### config.mk
export PLATFORM = sky130hd
export DESIGN_NAME = sys_reg_ctrl
export DESIGN_NICKNAME = d
export VERILOG_FILES = /design/src/rtl/sys_reg_ctrl.sv
export SDC_FILE = /design/constraint.sdc
export NUM_CORES = 1
export LEC_CHECK = 0
export CAP_MARGIN = 20
export CORE_ASPECT_RATIO = 0.7
export CORE_UTILIZATION = 42
export DETAILED_ROUTE_END_ITERATION = 8
export PLACE_DENSITY_LB_ADDON = 0.12
export RECOVER_POWER = 100
export SLEW_MARGIN = 40
export SYNTH_ARGS = -nofsm -noshare
export SYNTH_HDL_FRONTEND = slang
export SYNTH_SLANG_ARGS = --single-unit
### constraint.sdc
create_clock -name clk -period 1.44 [get_ports clk]
set_input_delay 0.288 -clock clk [delete_from_list [all_inputs] [get_ports clk]]
set_output_delay 0.288 -clock clk [all_outputs]
set_load 0.01 [all_outputs]
### src/rtl/sys_reg_ctrl.sv
// sys_reg_ctrl: register-file initiator for the system controller path.
//   Decodes UART RX command frames (write: 0xAA,addr,data / read: 0xBB,addr),
//   drives the register-file write/read interface and pushes read results to
//   the TX FIFO.
// Optional build macro: FRAME_TIMEOUT_EN (inter-byte frame timeout of FRAME_TO
//   idle cycles; undefined -> controller waits indefinitely between bytes).
// Ports:
//   clk, rst             clock, asynchronous active-low reset
//   RX_P_DATA, RX_D_VLD  received byte and its one-cycle strobe
//   RdData, RD_D_Vld     register-file read data and its valid strobe
//   TX_FULL              TX FIFO full
//   WrEn, RdEn           one-cycle register-file write/read enables
//   Address, WrData      register-file address / write data (held between accesses)
//   TX_P_DATA, TX_D_VLD  byte to TX FIFO and its one-cycle write strobe
//   BUSY                 high whenever the controller is not idle
//   CMD_ERR              one-cycle error pulse
module sys_reg_ctrl #(
   parameter int DATA_WIDTH = 8,
   parameter int ADDRESS    = 4,
   parameter int RD_TIMEOUT = 4,
   parameter int FRAME_TO   = 255
) (
   input  logic                  clk,
   input  logic                  rst,
   input  logic [DATA_WIDTH-1:0] RX_P_DATA,
   input  logic                  RX_D_VLD,
   input  logic [DATA_WIDTH-1:0] RdData,
   input  logic                  RD_D_Vld,
   input  logic                  TX_FULL,
   output logic                  WrEn,
   output logic                  RdEn,
   output logic [ADDRESS-1:0]    Address,
   output logic [DATA_WIDTH-1:0] WrData,
   output logic [DATA_WIDTH-1:0] TX_P_DATA,
   output logic                  TX_D_VLD,
   output logic                  BUSY,
   output logic                  CMD_ERR
);

   localparam logic [DATA_WIDTH-1:0] OP_WR = DATA_WIDTH'(8'hAA);
   localparam logic [DATA_WIDTH-1:0] OP_RD = DATA_WIDTH'(8'hBB);

   // One counter serves both the read-response timeout and the frame timeout.
   localparam int CNT_MAX = (RD_TIMEOUT > FRAME_TO) ? RD_TIMEOUT : FRAME_TO;
   localparam int CW      = $clog2(CNT_MAX + 1);
   localparam logic [CW-1:0] RD_LAST = CW'(RD_TIMEOUT - 1);
`ifdef FRAME_TIMEOUT_EN
   localparam logic [CW-1:0] FRM_LAST = CW'(FRAME_TO - 1);
`endif

   typedef enum logic [2:0] {
      IDLE,
      WR_ADDR,
      WR_DATA,
      RD_ADDR,
      RD_WAIT,
      TX_SEND
   } state_t;

   state_t                state_q, state_d;
   logic [CW-1:0]         cnt_q, cnt_d;
   logic [ADDRESS-1:0]    addr_lat_q, addr_lat_d;
   logic [ADDRESS-1:0]    address_q, address_d;
   logic [DATA_WIDTH-1:0] wr_data_q, wr_data_d;
   logic [DATA_WIDTH-1:0] tx_data_q, tx_data_d;
   logic                  wr_en_q, wr_en_d;
   logic                  rd_en_q, rd_en_d;
   logic                  tx_vld_q, tx_vld_d;
   logic                  busy_q, busy_d;
   logic                  err_q, err_d;
   logic [ADDRESS-1:0]    rx_addr;

   // Upper address-byte bits are ignored.
   assign rx_addr = RX_P_DATA[ADDRESS-1:0];

   always_comb begin
      state_d    = state_q;
      cnt_d      = cnt_q;
      addr_lat_d = addr_lat_q;
      address_d  = address_q;
      wr_data_d  = wr_data_q;
      tx_data_d  = tx_data_q;
      wr_en_d    = 1'b0;
      rd_en_d    = 1'b0;
      tx_vld_d   = 1'b0;
      err_d      = 1'b0;

      case (state_q)
         IDLE: begin
            cnt_d = '0;
            if (RX_D_VLD) begin
               if (RX_P_DATA == OP_WR)      state_d = WR_ADDR;
               else if (RX_P_DATA == OP_RD) state_d = RD_ADDR;
               else                         err_d   = 1'b1;
            end
         end
         WR_ADDR: begin
            if (RX_D_VLD) begin
               addr_lat_d = rx_addr;
               cnt_d      = '0;
               state_d    = WR_DATA;
            end
         end
         WR_DATA: begin
            if (RX_D_VLD) begin
               wr_en_d   = 1'b1;
               address_d = addr_lat_q;
               wr_data_d = RX_P_DATA;
               state_d   = IDLE;
            end
         end
         RD_ADDR: begin
            if (RX_D_VLD) begin
               rd_en_d   = 1'b1;
               address_d = rx_addr;
               cnt_d     = '0;
               state_d   = RD_WAIT;
            end
         end
         RD_WAIT: begin
            // A response on the last allowed cycle still wins over the timeout.
            // With TX room available the strobe goes out directly, skipping
            // TX_SEND, to keep RD_D_Vld -> TX_D_VLD at one cycle.
            if (RD_D_Vld) begin
               tx_data_d = RdData;
               if (TX_FULL) begin
                  state_d = TX_SEND;
               end else begin
                  tx_vld_d = 1'b1;
                  state_d  = IDLE;
               end
            end else if (cnt_q == RD_LAST) begin
               err_d   = 1'b1;
               state_d = IDLE;
            end else begin
               cnt_d = cnt_q + CW'(1);
            end
            if (RX_D_VLD) err_d = 1'b1;
         end
         TX_SEND: begin
            if (!TX_FULL) begin
               tx_vld_d = 1'b1;
               state_d  = IDLE;
            end
            if (RX_D_VLD) err_d = 1'b1;
         end
         default: state_d = IDLE;
      endcase

`ifdef FRAME_TIMEOUT_EN
      // Idle-cycle count between frame bytes; expiry abandons the frame.
      if ((state_q == WR_ADDR || state_q == WR_DATA || state_q == RD_ADDR) && !RX_D_VLD) begin
         if (cnt_q == FRM_LAST) begin
            err_d   = 1'b1;
            cnt_d   = '0;
            state_d = IDLE;
         end else begin
            cnt_d = cnt_q + CW'(1);
         end
      end
`endif

      busy_d = (state_d != IDLE);
   end

   always_ff @(posedge clk or negedge rst) begin
      if (!rst) begin
         state_q    <= IDLE;
         cnt_q      <= '0;
         addr_lat_q <= '0;
         address_q  <= '0;
         wr_data_q  <= '0;
         tx_data_q  <= '0;
         wr_en_q    <= 1'b0;
         rd_en_q    <= 1'b0;
         tx_vld_q   <= 1'b0;
         busy_q     <= 1'b0;
         err_q      <= 1'b0;
      end else begin
         state_q    <= state_d;
         cnt_q      <= cnt_d;
         addr_lat_q <= addr_lat_d;
         address_q  <= address_d;
         wr_data_q  <= wr_data_d;
         tx_data_q  <= tx_data_d;
         wr_en_q    <= wr_en_d;
         rd_en_q    <= rd_en_d;
         tx_vld_q   <= tx_vld_d;
         busy_q     <= busy_d;
         err_q      <= err_d;
      end
   end

   assign WrEn      = wr_en_q;
   assign RdEn      = rd_en_q;
   assign Address   = address_q;
   assign WrData    = wr_data_q;
   assign TX_P_DATA = tx_data_q;
   assign TX_D_VLD  = tx_vld_q;
   assign BUSY      = busy_q;
   assign CMD_ERR   = err_q;

endmodule
==> out/metrics.yaml, run 1 <==
htree_levels: 2
max_cap_violations: 0
grt_pass1_wl_um: 7500
worstPathCellList: "buf_4 > buf_4 > nor2_4 > buf_6 > mux2_2"
synth_area_leaders: "dfrtp_1 55%, mux2_2 12%, mux2i_1 4.4%, nand2_1 2.5%, nand3_1 2.2%"
drive_gt1_share_pct: 36.40
holdWs_ns: 0.4837
ant_nets: 0
yosys_warnings: 0
syn_inst: 159
vias: 1561
synth_cell_types: 36
clockBufferDepth: 2
p_leak_nw: 1.374
wl_per_cell_um: 16.54
maxSlewViolCount: 0
synth_ff_type: "dfrtp_1"
finalHoldViolCount: 0
hold_path.startpoint: "Address[0]"
final_common_cell: "dfrtp_1"
drt_wl_total_um: 4812
overflow: 0
period_share_pct: 103.5
fin_nets: 260
hold_class: "reg2reg"
r2r_start: "state_q[0]"
fill_cells: 294
yosysTopAreaCell: "dfrtp_1"
timing.fmax_mhz: 670.7
slew_headroom_pct: 63.23
clock_latency_ns: 0.30
die_w_um: 80.67
switching_share_pct: 23.50
r2r_cells: 5
crit_type: "reg2reg"
cts_tree: "built"
dieArea_mm2: 0.004603
rsz0062_at_grt: "yes"
power.density_mw_per_mm2: 976.5
finalSetupTns_ns: -0.6249
ys_ff_latch: 40
antenna_found_initial: 0
mostFrequentLayoutCells: "36 x dfrtp_1, 26 x dlygate4sd2_1, 26 x buf_4, 17 x clkdlybuf4s50_1, 12 x mux2_2"
cp-start-kind: "flop"
clkPwrFrac_pct: 36.4
setup_viol: 22
vias_per_cell: 5.364
layout_min_cycle_time_ns: 1.491
grt_usage_pct: 22.00
areaGrowthSynthToFinish_pct: 55.57
gp_congestion: 0.8411
p_sw_uw: 649.4
min_to: "Address[0]"
finalWorstSetupSlack_ns: -0.05106
worstMarginPinSlew_ns: 0.5516
synthArstFlopShare_pct: 100.0
crit_required_ns: 1.63
intPower_mw: 2.114
critical_path.top_delay_family: "flip-flops"
drc: 0
drt-initial-drc-count: 115
endpoint_kind: "flop"
synth_nets: 181
combPwrFrac_pct: 16.7
io_buffers: 45
cp_slowest_cell: "dfrtp_2"
yosysSeqAreaShare_pct: 55.02
arrival_ns: 1.68
final_cells: 291
grt_pass1_vias: 1550
boundaryPins: 46
rows: 19
place_inst: 279
cpPeakStageDelay_ns: 0.48
dp_hpwl_um: 3234
failed_checks: "setup timing"
first_pass_iters: 4
status: "finished, violations left"
power_frac_seq_pct: 46.9
ctsRootBufferMaster: "clkbuf_8"
grt_max_degree: 41
crit_buf_inv: 3
die_height_um: 57.07
whs_path_depth: 2
core_mm2: 0.004041
fin_skew_ns: 0.003617
cpMostUsedCell: "buf_4"
cts_buffers: 5
r2r_end: "WrData[6]"
synth-edff-count: 0
peakVddDrop_uv: 774.2
antennaDiodeCount: 0
avgSynthCellArea_um2: 11.44
clk_pin_slew_ns: 0.08
synth_top_area_share_pct: 55.02
syn_area_mm2: 0.001819
critical_path_peak_fanout: 6
ff2ff_setup_slack_ns: -0.05
start_util_pct: 45.02
cts_num_sinks: 40
[final cells by class]
class | instances | area, um^2 | share of cell area (%)
flip-flops and latches | 40 | 1006 | 35.54
clock buffers | 7 | 96.34 | 3.404
clock inverters | 1 | 30.03 | 1.061
multi-input cells | 108 | 920.9 | 32.54
repair buffers | 78 | 693.2 | 24.49
well taps | 52 | 65.06 | 2.299
inverters | 5 | 18.77 | 0.6631
[logic make-up after synthesis]
| family | count (synthesis) | synth area share, % |
|---|---|---|
| adder cells (fa/ha/maj) | 1 | 0.6876 |
| flip-flops | 40 | 55.02 |
| XOR/XNOR | 1 | 0.4815 |
| AO/OA/AOI/OAI | 26 | 9.079 |
| AND/OR/NAND/NOR | 52 | 15.41 |
| buffers and inverters | 11 | 2.544 |
| multiplexers | 28 | 16.78 |
[metrics by stage]
step | setup WS (ns) | power (mW) | util [%] | area, um^2
floorplan | 0.003853 | 1.486 | - | 1819
global placement | -0.3291 | 1.802 | 62.97 | 2545
detailed placement | -0.3720 | 1.823 | 62.97 | 2545
CTS | -0.03648 | 2.785 | 67.74 | 2738
global route | -0.08861 | 2.885 | 70.03 | 2830
finish | -0.05106 | 2.764 | 70.03 | 2830
[sequential cells by signal (all words and copies together) (netlist names)]
signal      flops
TX_P_DATA       8
WrData          8
cnt_q           8
Address         4
addr_lat_q      4
state_q         3
BUSY            1
CMD_ERR         1
RdEn            1
TX_D_VLD        1
WrEn            1
[timing repair]
action / CTS / global route
hold endpoints to repair: 40 / 0
gates resized for setup: 46 / 27
pin swaps: 3 / 9
setup endpoints to repair: 43 / 32
hold buffers: 1 / 0
setup buffers: 3 / 0
[cell usage after synthesis (2+ instances only)]
cell and n:
a21o_1 4, a21oi_1 6, and3_1 2, buf_2 3, clkbuf_1 2, dfrtp_1 40
inv_1 5, mux2_2 20, mux2i_1 8, nand2_1 12, nand2b_1 6, nand3_1 8
nand4_1 4, nor2_1 5, nor3_1 3, o211ai_1 3, o21ai_0 8, or4_1 2
[worst reg2reg max path, cell delays in order (launching register included)]
cell     delay (ns)
dfrtp_2        0.48
buf_4          0.16
buf_4          0.16
nor2_4         0.11
buf_6          0.13
mux2_2         0.34
[per-layer routing]
layer	global-route usage (%)	wire, um	vias up
met2	33.29	2337	64
met3	5.440	278	6
met5	0	0	-
met4	9.184	61	0
met1	30.35	2136	759
li1	-	-	732
[power by group through the flow]
stage	Combinational (mW)	Sequential (mW)	Clock, mW
4_1_cts	0.462	1.30	1.03
5_1_grt	0.495	1.31	1.08
3_3_place_gp	0.490	1.31	0
3_5_place_dp	0.504	1.32	0
6_report	0.462	1.30	1.01
2_1_floorplan	0.130	1.36	0
[how the worst max path moves through the flow]
stage | from | to | slack, ns | cells past startpoint
after CTS | state_q[0] | WrData[6] | -0.04 | 5
after detailed placement | RD_D_Vld | cnt_q[6] | -0.37 | 4
final | state_q[0] | WrData[6] | -0.05 | 5
after global routing | state_q[0] | addr_lat_q[3] | -0.09 | 5
after floorplan | state_q[2] | WrData[0] | 0.004 | 5
after global placement | RX_D_VLD | addr_lat_q[2] | -0.33 | 5
Power figures use the tool's default switching activity.
==> run 2, diff against run 1 <==
--- a/config.mk
+++ b/config.mk
@@ -9,6 +9,7 @@
 export CORE_ASPECT_RATIO = 0.7
 export CORE_UTILIZATION = 42
 export DETAILED_ROUTE_END_ITERATION = 8
+export MAX_ROUTING_LAYER = met4
 export PLACE_DENSITY_LB_ADDON = 0.12
 export RECOVER_POWER = 100
 export SLEW_MARGIN = 40
==> out/metrics.yaml, run 2 (synthesis gave the netlist of run 1 again) <==
status: "finished, violations left"
failed_checks: "setup timing"
hold_class: "reg2reg"
antennaDiodeCount: 0  # unchanged
layout_min_cycle_time_ns: 1.500  # +0.008597 ns
slew_headroom_pct: 62.70  # -0.53 points
wl_per_cell_um: 16.73  # +1.2%
cpPeakStageDelay_ns: 0.48  # about the same
areaGrowthSynthToFinish_pct: 55.57  # unchanged
cts_tree: "built"
dpl_worst_slack_ns: -0.3720  # unchanged
grt_pass1_vias: 1540  # -0.65%
arrival_ns: 1.68  # about the same
fin_nets: 260  # unchanged
grt_usage_pct: 22.75  # +0.74 points
regArea_mm2: 0.001006  # unchanged
worstPathCellList: "buf_4 > buf_4 > nor2_4 > buf_6 > mux2_2"
multi_input_area_um2: 920.9  # unchanged
clock_latency_ns: 0.30  # about the same
cp_slowest_cell: "dfrtp_2"
dieArea_mm2: 0.004603  # unchanged
p_leak_nw: 1.374  # unchanged
setup_viol: 24  # +9.1%
crit_required_ns: 1.62  # about the same
peakVddDrop_uv: 775.6  # +0.18%
place_inst: 279  # unchanged
clockBufferDepth: 2  # unchanged
vias_per_cell: 5.244  # -2.2%
power.density_mw_per_mm2: 978.0  # +0.15%
whs_path_depth: 2  # unchanged
antenna_found_initial: 0  # unchanged
final_cells: 291  # unchanged
io_buffers: 45  # unchanged
crit_type: "reg2reg"
die_height_um: 57.07  # unchanged
rows: 19  # unchanged
core_mm2: 0.004041  # unchanged
clk_pin_slew_ns: 0.08  # about the same
overflow: 0  # unchanged
period_share_pct: 104.1  # +0.60 points
die_w_um: 80.67  # unchanged
finalSetupTns_ns: -0.7793  # -0.1544 ns
start_util_pct: 45.02  # unchanged
cts_buffers: 5  # unchanged
cp-start-kind: "flop"
drive_gt1_share_pct: 36.40  # unchanged
endpoint_kind: "flop"
finalWorstSetupSlack_ns: -0.05966  # -0.008597 ns
fin_skew_ns: 0.002785  # -0.0008324 ns
final_common_cell: "dfrtp_1"
fin_util_pct: 70.03  # unchanged
worstMarginPinSlew_ns: 0.5595  # +0.007919 ns
critical_path_peak_fanout: 6  # unchanged
ant_nets: 0  # unchanged
ctsRootBufferMaster: "clkbuf_8"
fill_cells: 294  # unchanged
finalHoldViolCount: 0  # unchanged
grt_max_degree: 41  # unchanged
timing.fmax_mhz: 666.8  # -0.57%
drc: 0  # unchanged
max_cap_violations: 0  # unchanged
drt_wl_total_um: 4869  # +1.2%
ff2ff_setup_slack_ns: -0.06  # about the same
mostFrequentLayoutCells: "36 x dfrtp_1, 26 x dlygate4sd2_1, 26 x buf_4, 17 x clkdlybuf4s50_1, 12 x mux2_2"
drt-initial-drc-count: 86  # -25%
first_pass_iters: 4  # unchanged
rsz0062_at_grt: "yes"
r2r_cells: 5  # unchanged
htree_levels: 2  # unchanged
boundaryPins: 46  # unchanged
design_area_mm2: 0.002830  # unchanged
grt_pass1_wl_um: 7527  # +0.36%
holdWs_ns: 0.4827  # -0.001028 ns
cts_num_sinks: 40  # unchanged
placed_area_mm2: 0.002545  # unchanged
vias: 1526  # -2.2%
maxSlewViolCount: 0  # unchanged
cpMostUsedCell: "buf_4"
power.total_mw: 2.768  # +0.15%
gp_congestion: 0.8541  # +1.5%
dp_hpwl_um: 3234  # unchanged
run 2: cell counts in the layout (fill, tap and decap cells not counted):
Identical to the previous run, type by type.
run 2: what timing repair did:
action | in CTS | in global routing
setup endpoints to repair | 43 | 32
hold buffers | 1 | 0
buffers inserted | 3 | 0
hold endpoints to repair | 40 | 0
resized for setup | 46 | 27
pin swaps | 3 | 9
run 2: critical path, delay by kind of cell (launching register included):
family | cells | cell delay (ns)
multiplexers | 1 | 0.34
flip-flops | 1 | 0.48
buffers and inverters | 3 | 0.46
AND/OR/NAND/NOR | 1 | 0.11
run 2: final timing paths:
path | from | endpoint
setup / recovery | state_q[0] | WrData[6]
hold / removal | Address[0] | Address[0]
setup reg to reg | state_q[0] | WrData[6]
hold reg to reg | Address[0] | Address[0]
max in group asynchronous | rst | cnt_q[0]
min in group asynchronous | rst | cnt_q[4]
run 2: power breakdown:
group | leakage (nW) | switching (mW) | internal, mW | total [mW]
sequential | 0.536 | 0.0587 | 1.24 | 1.30
combinational | 0.773 | 0.196 | 0.266 | 0.462
clock | 0.0645 | 0.399 | 0.611 | 1.01
total | 1.37 | 0.654 | 2.11 | 2.77
run 2: per-layer routing:
layer  part of all wire, %  GRT usage [%]  vias to the layer above
met5                     0              -                        -
met4                   1.4          9.184                        0
met3                   6.1          5.440                        9
met2                    48          33.17                       54
met1                    44          30.56                      732
li1                      -              -                      731
run 2: area by class of cell:
cell class / count / share of cell area, %
multi-input combinational: 108 / 32.54
clock buffer: 7 / 3.404
tap: 52 / 2.299
timing repair buffer: 78 / 24.49
inverter: 5 / 0.6631
sequential: 40 / 35.54
clock inverter: 1 / 1.061
